$ cat config.mk
export PLATFORM = sky130hd
export DESIGN_NAME = hazard_stall_ctrl
export DESIGN_NICKNAME = d
export VERILOG_FILES = /design/src/rtl/hazard_pkg.sv /design/src/rtl/hazard_stall_ctrl_sat_counter.sv /design/src/rtl/hazard_stall_ctrl.sv
export SDC_FILE = /design/constraint.sdc
export NUM_CORES = 1
export LEC_CHECK = 0
export CORE_UTILIZATION = 30
export CTS_CLUSTER_SIZE = 20
export DETAILED_ROUTE_END_ITERATION = 16
export PLACE_DENSITY = 0.65
export SETUP_SLACK_MARGIN = 0.3
export SLEW_MARGIN = 20
export SYNTH_ARGS = -nofsm -noshare
export SYNTH_HDL_FRONTEND = slang
export SYNTH_SLANG_ARGS = --single-unit
$ cat constraint.sdc
create_clock -name clk -period 2.1 [get_ports clk]
set_input_delay 0.21 -clock clk [delete_from_list [all_inputs] [get_ports clk]]
set_output_delay 0.21 -clock clk [all_outputs]
set_load 0.02 [all_outputs]
$ cat src/rtl/hazard_pkg.sv
// Shared types and helpers for the ID-stage hazard controller.
package hazard_pkg;

    typedef enum logic [1:0] {
        RUN     = 2'd0,
        LDWAIT  = 2'd1,
        MEMWAIT = 2'd2
    } hz_state_t;

    // Register specifiers are zero-extended to this width before comparison.
    localparam int REG_W_MAX = 8;
    localparam logic [REG_W_MAX-1:0] REG_ZERO = '0;

    // Reading $zero never creates a true dependency.
    function automatic logic hit(
        input logic [REG_W_MAX-1:0] r,
        input logic [REG_W_MAX-1:0] rs,
        input logic [REG_W_MAX-1:0] rt,
        input logic                 uses_rt
    );
        return (r != REG_ZERO) && ((r == rs) || (uses_rt && (r == rt)));
    endfunction

endpackage

$ cat src/rtl/hazard_stall_ctrl_sat_counter.sv
// sat_counter: free-running event counter that sticks at all-ones instead of wrapping.
// Latency: count reflects en one cycle later. Backpressure: none; en is sampled every cycle.
// clear has priority over en.
module sat_counter #(
    parameter int CNT_W = 16
) (
    input  logic             clk,
    input  logic             rst_n,
    input  logic             en,
    input  logic             clear,
    output logic [CNT_W-1:0] count
);

    always_ff @(posedge clk or negedge rst_n) begin
        if (!rst_n) begin
            count <= '0;
        end else if (clear) begin
            count <= '0;
        end else if (en && (count != '1)) begin
            count <= count + CNT_W'(1);
        end
    end

endmodule

$ cat src/rtl/hazard_stall_ctrl.sv
// hazard_stall_ctrl: load-use stall, dmem-busy freeze and EX branch flush control for the ID stage.
// Latency: all pipeline controls are combinational from current state and inputs; stall_count lags by one cycle.
// Backpressure: dmem busy freezes the whole pipe, load-use holds PC and IF/ID, taken branch flushes IF/ID.
module hazard_stall_ctrl
    import hazard_pkg::*;
#(
    parameter int REG_W    = 5,
    parameter int LOAD_LAT = 1,
    parameter int CNT_W    = 16
) (
    input  logic             clk,
    input  logic             rst_n,
    input  logic             id_ex_mem_read,
    input  logic [REG_W-1:0] id_ex_rt,
    input  logic [REG_W-1:0] if_id_rs,
    input  logic [REG_W-1:0] if_id_rt,
    input  logic             if_id_uses_rt,
    input  logic             ex_branch_taken,
    input  logic             mem_access,
    input  logic             dmem_ready,
    output logic             pc_write,
    output logic             if_id_write,
    output logic             if_id_flush,
    output logic             id_ex_bubble,
    output logic             pipe_freeze,
    output logic [CNT_W-1:0] stall_count
);

    localparam int                REM_W      = $clog2(LOAD_LAT + 1);
    localparam logic [REM_W-1:0]  REM_RELOAD = REM_W'(LOAD_LAT - 1);

    hz_state_t        state_q, state_d;
    hz_state_t        ret_q, ret_d;
    hz_state_t        eff_state;
    logic [REG_W-1:0] pend_q, pend_d;
    logic [REM_W-1:0] rem_q, rem_d;

    logic mem_wait, lu_ex, lu_pend;
    logic stall, bubble, flush, freeze;

    always_comb begin
        // A freeze is transparent: decisions are made as if still in the state it interrupted.
        eff_state = (state_q == MEMWAIT) ? ret_q : state_q;
        mem_wait  = mem_access && !dmem_ready;
        lu_ex     = id_ex_mem_read &&
                    hit(REG_W_MAX'(id_ex_rt), REG_W_MAX'(if_id_rs), REG_W_MAX'(if_id_rt), if_id_uses_rt);
        lu_pend   = (eff_state == LDWAIT) && (rem_q != '0) &&
                    hit(REG_W_MAX'(pend_q), REG_W_MAX'(if_id_rs), REG_W_MAX'(if_id_rt), if_id_uses_rt);

        state_d = eff_state;
        ret_d   = ret_q;
        pend_d  = pend_q;
        rem_d   = rem_q;
        stall   = 1'b0;
        bubble  = 1'b0;
        flush   = 1'b0;
        freeze  = 1'b0;

        if (mem_wait) begin
            freeze  = 1'b1;
            state_d = MEMWAIT;
            ret_d   = eff_state;
        end else if (ex_branch_taken) begin
            flush   = 1'b1;
            bubble  = 1'b1;
            state_d = RUN;
            rem_d   = '0;
        end else if (lu_ex) begin
            stall  = 1'b1;
            bubble = 1'b1;
            if (LOAD_LAT > 1) begin
                state_d = LDWAIT;
                pend_d  = id_ex_rt;
                rem_d   = REM_RELOAD;
            end
        end else if (lu_pend) begin
            stall  = 1'b1;
            bubble = 1'b1;
            rem_d  = rem_q - REM_W'(1);
            if (rem_q == REM_W'(1)) begin
                state_d = RUN;
            end
        end else begin
            state_d = RUN;
            rem_d   = '0;
        end
    end

    always_ff @(posedge clk or negedge rst_n) begin
        if (!rst_n) begin
            state_q <= RUN;
            ret_q   <= RUN;
            pend_q  <= '0;
            rem_q   <= '0;
        end else begin
            state_q <= state_d;
            ret_q   <= ret_d;
            pend_q  <= pend_d;
            rem_q   <= rem_d;
        end
    end

    // Outputs are forced to free-running values for as long as reset is held.
    assign pc_write     = !rst_n || !(freeze || stall);
    assign if_id_write  = pc_write;
    assign if_id_flush  = rst_n && flush;
    assign id_ex_bubble = rst_n && bubble;
    assign pipe_freeze  = rst_n && freeze;

    sat_counter #(
        .CNT_W (CNT_W)
    ) u_stall_cnt (
        .clk   (clk),
        .rst_n (rst_n),
        .en    (!pc_write),
        .clear (1'b0),
        .count (stall_count)
    );

endmodule

Word-level counts from Yosys, hierarchy flattened:

Index checks and enable logic that the tools add are counted.

* input port bits: 22
* logic and storage cells: 29
* ROM bits: 0
* memories kept: 0
* latch bits: 0
* output and inout bits: 21
* memory bits (writable): 0
* flip-flop bits (word level): 16

* equality and inequality tests: 3
* shifts and indexed selects: 0
* magnitude comparators: 0
* multiply operators: 0
* div/mod/pow operators: 0
* bitwise operators: 0
* muxes and demuxes: 8
* add/sub/neg operators: 1
* reduce and logical (&&, ||, !) cells: 16

Operator list (number)
* adder 16 x 1 -> 16 bit, second input constant: 1
* != test 16 bit, second input constant: 1
* equality test 5 bit: 2
* logical AND 1 bit: 8
* two-way mux 1 bit: 8
* nonzero test 5 bit: 1
* logical NOT 1 bit: 4
* logical OR 1 bit: 3

Longest topological paths before layout:

* word-level depth: 13
* depth in mapped cells: 8
* gate-level depth less buffers: 7

Modules after synthesis:

From an unflattened synthesis, not the netlist that was laid out.

* cells, all modules: 126
* area total of the unflattened synthesis: 1143.6 µm²

By module, submodules not included
* sat_counter: area each 942.2 µm², instances 1, sequential area each 400.4 µm², cells each 98
* hazard_stall_ctrl: area each 201.4 µm², instances 1, sequential area each 0.0 µm², cells each 28

Worst setup path before layout:

Ideal clock, no wire load.

* kind: input port to flip-flop
* start: input id_ex_rt[1]
* end: register u_stall_cnt.count[1]
* cell stages on the path: 6
* path slack: 0.006 ns
* setup time: 0.125 ns
* data required time: 1.975 ns
* path buffers: 1
* data arrival time: 1.969 ns
* cell sequence: or4_1 o21a_1 a41oi_2 o21bai_4 buf_8 mux2_4

* word-level cells in the longest chain between the ends: 13
* elaborated cells between the ends (all ways): 15
* classes of those cells: eq/ne (2); mux (3); reduce/logical (10)

RTL lines
* start, declared: line hazard_stall_ctrl.sv:14 `input logic [REG_W-1:0] id_ex_rt,`
* equality test 5 bit: line hazard_pkg.sv:21 `return (r != REG_ZERO) && ((r == rs) || (uses_rt && (r == rt)));`
* logical AND 1 bit: line hazard_pkg.sv:21
* logical OR 1 bit: line hazard_pkg.sv:21
* logical AND 1 bit *: line hazard_pkg.sv:21
* logical AND 1 bit *: line hazard_stall_ctrl.sv:45 `lu_ex = id_ex_mem_read &&`
* two-way mux 1 bit *: line hazard_stall_ctrl.sv:68 `end else if (lu_ex) begin`
* two-way mux 1 bit *: line hazard_stall_ctrl.sv:63 `end else if (ex_branch_taken) begin`
* two-way mux 1 bit *: line hazard_stall_ctrl.sv:59 `if (mem_wait) begin`
* logical OR 1 bit *: line hazard_stall_ctrl.sv:104 `assign pc_write = !rst_n || !(freeze || stall);`
* logical NOT 1 bit *: line hazard_stall_ctrl.sv:104
* logical OR 1 bit *: line hazard_stall_ctrl.sv:104
* via if_id_write: line hazard_stall_ctrl.sv:22 `output logic if_id_write,`
* logical NOT 1 bit *: line hazard_stall_ctrl.sv:115 `.en (!pc_write),`
* logical AND 1 bit *: line hazard_stall_ctrl_sat_counter.sv:19 `end else if (en && (count != '1)) begin`
* end signal, assigned: line hazard_stall_ctrl_sat_counter.sv:20 `count <= count + CNT_W'(1);`
* end, declared: line hazard_stall_ctrl_sat_counter.sv:11 `output logic [CNT_W-1:0] count`

The timed path passes the listed nets; every way through them passes the cells marked *.
A chain may end at the register's enable or synchronous reset.

Worst setup path in the final report:

* start: register u_stall_cnt.count[6]
* end: register u_stall_cnt.count[1]

* word-level cells in the longest chain between the ends: 2

RTL lines (line)
* != test 16 bit: hazard_stall_ctrl_sat_counter.sv:19
* logical AND 1 bit: hazard_stall_ctrl_sat_counter.sv:19

No other way between the ends.

==> out/results.ini <==
[outcome]
outcome=finished, final reports clean

[critical_path]
timing.rr.start=u_stall_cnt.count[6]$_DFFE_PN0P_
reg2reg_to=u_stall_cnt.count[1]$_DFFE_PN0P_
crit_path_max_fanout=5
cp_common_cell=and3_4
cpMaxStageDelayCell=dfrtp_2
path_cells=and4_1 > and3_4 > and3_4 > nand4_1 > buf_4 > o21bai_4 > buf_6 > mux2_4
cp.required_ps=2280
setup.worst_path.end_class=flip-flop
r2r_setup_slack_ps=70
critPathMaxStageDelay_ps=380
critPathKind=reg2reg
crit_family=simple AND/OR/NAND/NOR gates
critPathBufInv=2
crit_arrival_ps=2210
start_kind=flip-flop
reg2reg_depth=8

[clocking]
cts_buffer_depth=2
tritoncts=yes
clkLatencyLatePin_ps=290
clock-sinks=16
cts_root_buf=clkbuf_4
ctsHtreeMaxLevel=1
ctsHoldBuffers=0
cts.clk_slew.worst_paths_ps=100
cts_made_buffers=3

[worst_hold_path]
worst_hold_path_type=in2async

[routing]
drt_iter0_drc=27
avgViaCountPerCell=4.58
drc=0
first_pass_iters=10
wire_per_inst_um=13.8
num_vias=1017
drt_wl_total_um=3050
antenna_left=0

[layout]
final_cell_area_um2=1930
regMostFlops=u_stall_cnt.count
multi_input_area_um2=663
register_area_um2=404
drive_gt1_share_pct=42.7
instances_no_fill=222
nNetsFinal=202
antenna_cells=0
largest_register_ffs=16
area_delta_synth_final_pct=102
fill_cells=249
largestRegisters=u_stall_cnt.count x16

[synth]
ys_seq_area_share_pct=42.0
avgSynthCellArea_um2=9.93
ys_ff_latch=16
syn-instance-count=96
synth_edf_count=0
synthTopCellsByArea=dfrtp_1, xnor2_1, xor2_1
yosysWarnings=0
async_flop_share_pct=100
synth.top_cell.area_share_pct=42.0
synth-main-ff-cell=dfrtp_1
netlist_area_um2=953
yosysTopAreaCell=dfrtp_1
synth_cell_types=24
syn_nets=119

[sta]
worstMarginPinSlew_ps=560
setup_tns_ps=0
hold_viol=0
fin_skew_ps=1.66
fin_crit_sh_pct=96.7
rsz0062_at_grt=true
setup-violations-final=0
relSlewSlack_pct=62.6
max_freq_ghz=0.492
maxSlewViolCount=0
period_minus_slack_ps=2030

[pwr]
power_density_nw_per_um2=581
power.total_uw=1120
total_leakage_power_uw=0.000910
irDropWorstVdd_v=0.000604

[global_routing]
antenna_found_initial=0
grt_overflow_total=0
grt_max_degree=10
grt_pass1_wl_um=4490
grt_pass1_vias=994
grt_util_all_layers_pct=17.6

[floorplan]
dieHeight_um=58.4
initial_utilization_pct=31.5
die_w_um=58.4
rows=20
dieArea_um2=3410
fp.coreArea_um2=3030
num_io_pins=43

[place]
place_area_um2=1530
place_hpwl_um=2000
placed_cells=195
portBuffers=42
place_congestion=0.852

[job]
drv_cap=0

routing by layer:
layer,up-vias,track usage [%],share of wire [%]
met3,6,4.18,2.6
met4,0,5.10,1.8
met1,500,21.9,42
li1,489,-,-
met2,22,30.5,53
met5,-,0,0
stage by stage:
step	utilization (%)	worst slack, ps	hold WS [ps]
floorplan	-	108	-85.6
global placement	50.7	-336	471
detailed placement	50.7	-378	485
CTS	57.8	146	354
global route	63.7	-9.18	363
finish	63.7	69.2	351
synth_stat cells, types with 2 or more instances:
master   count
nand2_1      7
nor4_1       2
o21a_1       2
dfrtp_1     16
nand4_1      4
and3_1       2
nor3_1       6
xor2_1      10
xnor2_1     14
inv_1        7
nor3_2       2
nor2_1       7
nand3_1      6
cell usage in the layout (no fill, tap or decap), drive strengths merged:
| master | instances |
|---|---|
| and4 | 1 |
| ha | 1 |
| nand4 | 4 |
| nand2b | 1 |
| nor3 | 8 |
| o21a | 2 |
| buf | 40 |
| a21oi | 1 |
| nor2 | 7 |
| nand2 | 7 |
| clkdlybuf4s15 | 1 |
| nand3 | 6 |
| dlymetal6s2s | 1 |
| o21bai | 2 |
| xor2 | 10 |
| dlygate4sd2 | 13 |
| mux2 | 1 |
| clkbuf | 6 |
| a41oi | 1 |
| dfrtp | 16 |
| o22ai | 1 |
| nor4 | 2 |
| clkdlybuf4s50 | 22 |
| or4 | 1 |
| inv | 7 |
| xnor2 | 14 |
| and3 | 2 |
how the worst max path moves through the flow:
stage	startpoint	endpoint	cells past startpoint
CTS	u_stall_cnt.count[7]$_DFFE_PN0P_	u_stall_cnt.count[8]$_DFFE_PN0P_	9
global placement	id_ex_rt[1]	if_id_write	5
global route	u_stall_cnt.count[6]$_DFFE_PN0P_	u_stall_cnt.count[1]$_DFFE_PN0P_	8
floorplan	id_ex_rt[1]	u_stall_cnt.count[1]$_DFFE_PN0P_	6
finish	u_stall_cnt.count[6]$_DFFE_PN0P_	u_stall_cnt.count[1]$_DFFE_PN0P_	8
detailed placement	id_ex_rt[1]	pc_write	5
final cells by class:
class / count / share of cell area, %
multi-input combinational: 72 / 34.4
sequential: 16 / 21.0
clock buffer: 4 / 1.88
tap: 44 / 2.86
inverter: 7 / 1.36
timing repair buffer: 79 / 38.5
timing repair:
action,4_1_cts,5_1_grt
endpoints found under the setup margin,20,19
pin swaps,22,13
gates cloned,1,0
setup buffers,11,11
gates resized for setup,56,22
power by group:
| group | switching, µW | internal (µW) |
|---|---|---|
| registers | 70.5 | 360 |
| clock network | 104 | 106 |
| logic | 219 | 260 |
| total | 394 | 726 |
kinds of logic (layout without fill, tap and decap cells):
group                    Yosys count  in the layout  synth area share, %
flip-flops                        16             16                 42.0
XOR/XNOR                          24             24                 22.0
AND/OR/NAND/NOR                   39             39                 21.5
buffers and inverters              9             90                 5.12
multiplexers                       1              1                 1.57
adder cells (fa/ha/maj)            1              1                 1.31
AO/OA/AOI/OAI                      6              7                 6.43
Note: power is estimated with default switching activity, not from simulation.
==> RTL change, RTL diff (same flow settings) <==
Reset style: synchronous (`rst_n`), changed in 2 clocked blocks.
--- a/src/rtl/hazard_stall_ctrl_sat_counter.sv
+++ b/src/rtl/hazard_stall_ctrl_sat_counter.sv
@@ -11,7 +11,7 @@
     output logic [CNT_W-1:0] count
 );
 
-    always_ff @(posedge clk or negedge rst_n) begin
+    always_ff @(posedge clk) begin
         if (!rst_n) begin
             count <= '0;
         end else if (clear) begin
--- a/src/rtl/hazard_stall_ctrl.sv
+++ b/src/rtl/hazard_stall_ctrl.sv
@@ -86,7 +86,7 @@
         end
     end
 
-    always_ff @(posedge clk or negedge rst_n) begin
+    always_ff @(posedge clk) begin
         if (!rst_n) begin
             state_q <= RUN;
             ret_q   <= RUN;
Behaviour: differs if rst_n is asserted again (counterexample within 4 cycles, from zero or initial values and one cycle with rst_n low); with rst_n held inactive, the same outputs for 10 cycles.
==> RTL change against the unedited design <==
- synthesized area grew 7.9%
- routed wire length is 1.6% higher
- critical path depth is 1 higher
- setup slack improved by 170 ps
- sequential cell count stayed put
- final area decreased by 12%
- count of clock-buffer cells in the layout unchanged
- critical path type is now input pin to output port
- largest cell class is now multi-input combinational cells
- highest routed layer unchanged
Power is not compared: it rests on default switching activity, and its combinational part moved more than twofold at a synthesized area within 25%.
==> RTL change: results (changes against the unedited design) <==
| Metric | Value |
|---|---|
| Vias/cell | 5.32 (was 4.58) |
| Slowest-stage cell, CP | nor4_2 (was dfrtp_2) |
| Distinct cell type count after synthesis | 37 (was 24) |
| Sequential cells | 16 (unchanged) |
| Final #Nets | 208 (was 202) |
| Multiplexer area fraction after synthesis | 0.0292 (was 0.0157) |
| # fillers | 309 (was 249) |
| Slew @ Worst Pin | 294 ps (was 560 ps) |
| Async S/R FF share, synth | 0 (was 1.00) |
| Pre-antenna DRT Iters | 4 (was 10) |
| Outcome | complete, no violations (unchanged) |
| Invs w/o clock | 5 (was 7) |
| Post-synth net total | 147 (was 119) |
| Routed WL | 3100 um (was 3050 um) |
| ClkCell Share | 0.0214 (was 0.0188) |
| Placement Cell Area | 1580 um2 (was 1530 um2) |
| Peak fanout along the critical path | 4 (was 5) |
| Adder-cell area share of the yosys netlist | 0.0122 (was 0.0131) |
| Sequential share of the synthesized area | 0.311 (was 0.420) |
| Compound-Gate Fraction of Synth Area | 0.209 (was 0.0643) |
| Die Width | 60.6 um (was 58.4 um) |
| Max incr delay on CP | 310 ps (was 380 ps) |
| Largest net degree at the start of global routing | 12 (was 10) |
| Initial DRC count | 44 (was 27) |
| First-pass GRT wire length | 4690 um (was 4490 um) |
[RTL change: cell types whose count changed after synthesis, moves of 4 or more]
cell / delta
clkbuf_1: +5
nand3_1: +4
a21oi_1: +10
or4_1: +6
nor3_1: -4
xnor2_1: -13
dfrtp_1: -16
o31ai_1: +6
dfxtp_1: +16
[RTL change: what timing repair did]
item,in CTS,in global routing
setup buffers,6,2
setup endpoints to repair,21,15
cloned,0,1
gates resized for setup,59,14
pin swaps,14,7
[RTL change: metal layers]
metal	part of all wire	wire length, um	track usage	vias to the layer above
met5	0	0	0	-
met4	0.012	36	0.0552	0
met3	0.067	209	0.0277	4
met2	0.52	1610	0.325	54
met1	0.40	1250	0.193	563
li1	-	-	-	593
[RTL change: logic make-up after synthesis]
kind of cell / after synthesis
AOI/OAI and AO/OA: 30
xor gates and xnor gates: 10
adders and majority gates: 1
buffers and inverters: 13
DFF: 16
muxes: 3
and+or+nand+nor: 51
[RTL change: per-stage QoR]
step	utilization	TNS (ps)
6_report	0.538	0
5_1_grt	0.538	0
4_1_cts	0.516	0
3_5_place_dp	0.500	-6850
3_3_place_gp	0.500	-5930
2_1_floorplan	-	0
[RTL change: worst reg2reg max path: stages (launching register included)]
cell and delay, ps:
dfxtp_1 380, and4_1 260, nand4_1 200, buf_4 230
or4_4 480, a21oi_2 140
[RTL change: worst paths after layout]
check	startpoint	endpoint	slack, ps	depth (start not counted)
setup / recovery	if_id_rt[3]	pc_write	240	9
hold / removal	rst_n	u_stall_cnt.count[7]	370	3
setup reg to reg	u_stall_cnt.count[6]	u_stall_cnt.count[8]	360	5
hold reg to reg	u_stall_cnt.count[3]	u_stall_cnt.count[3]	490	1
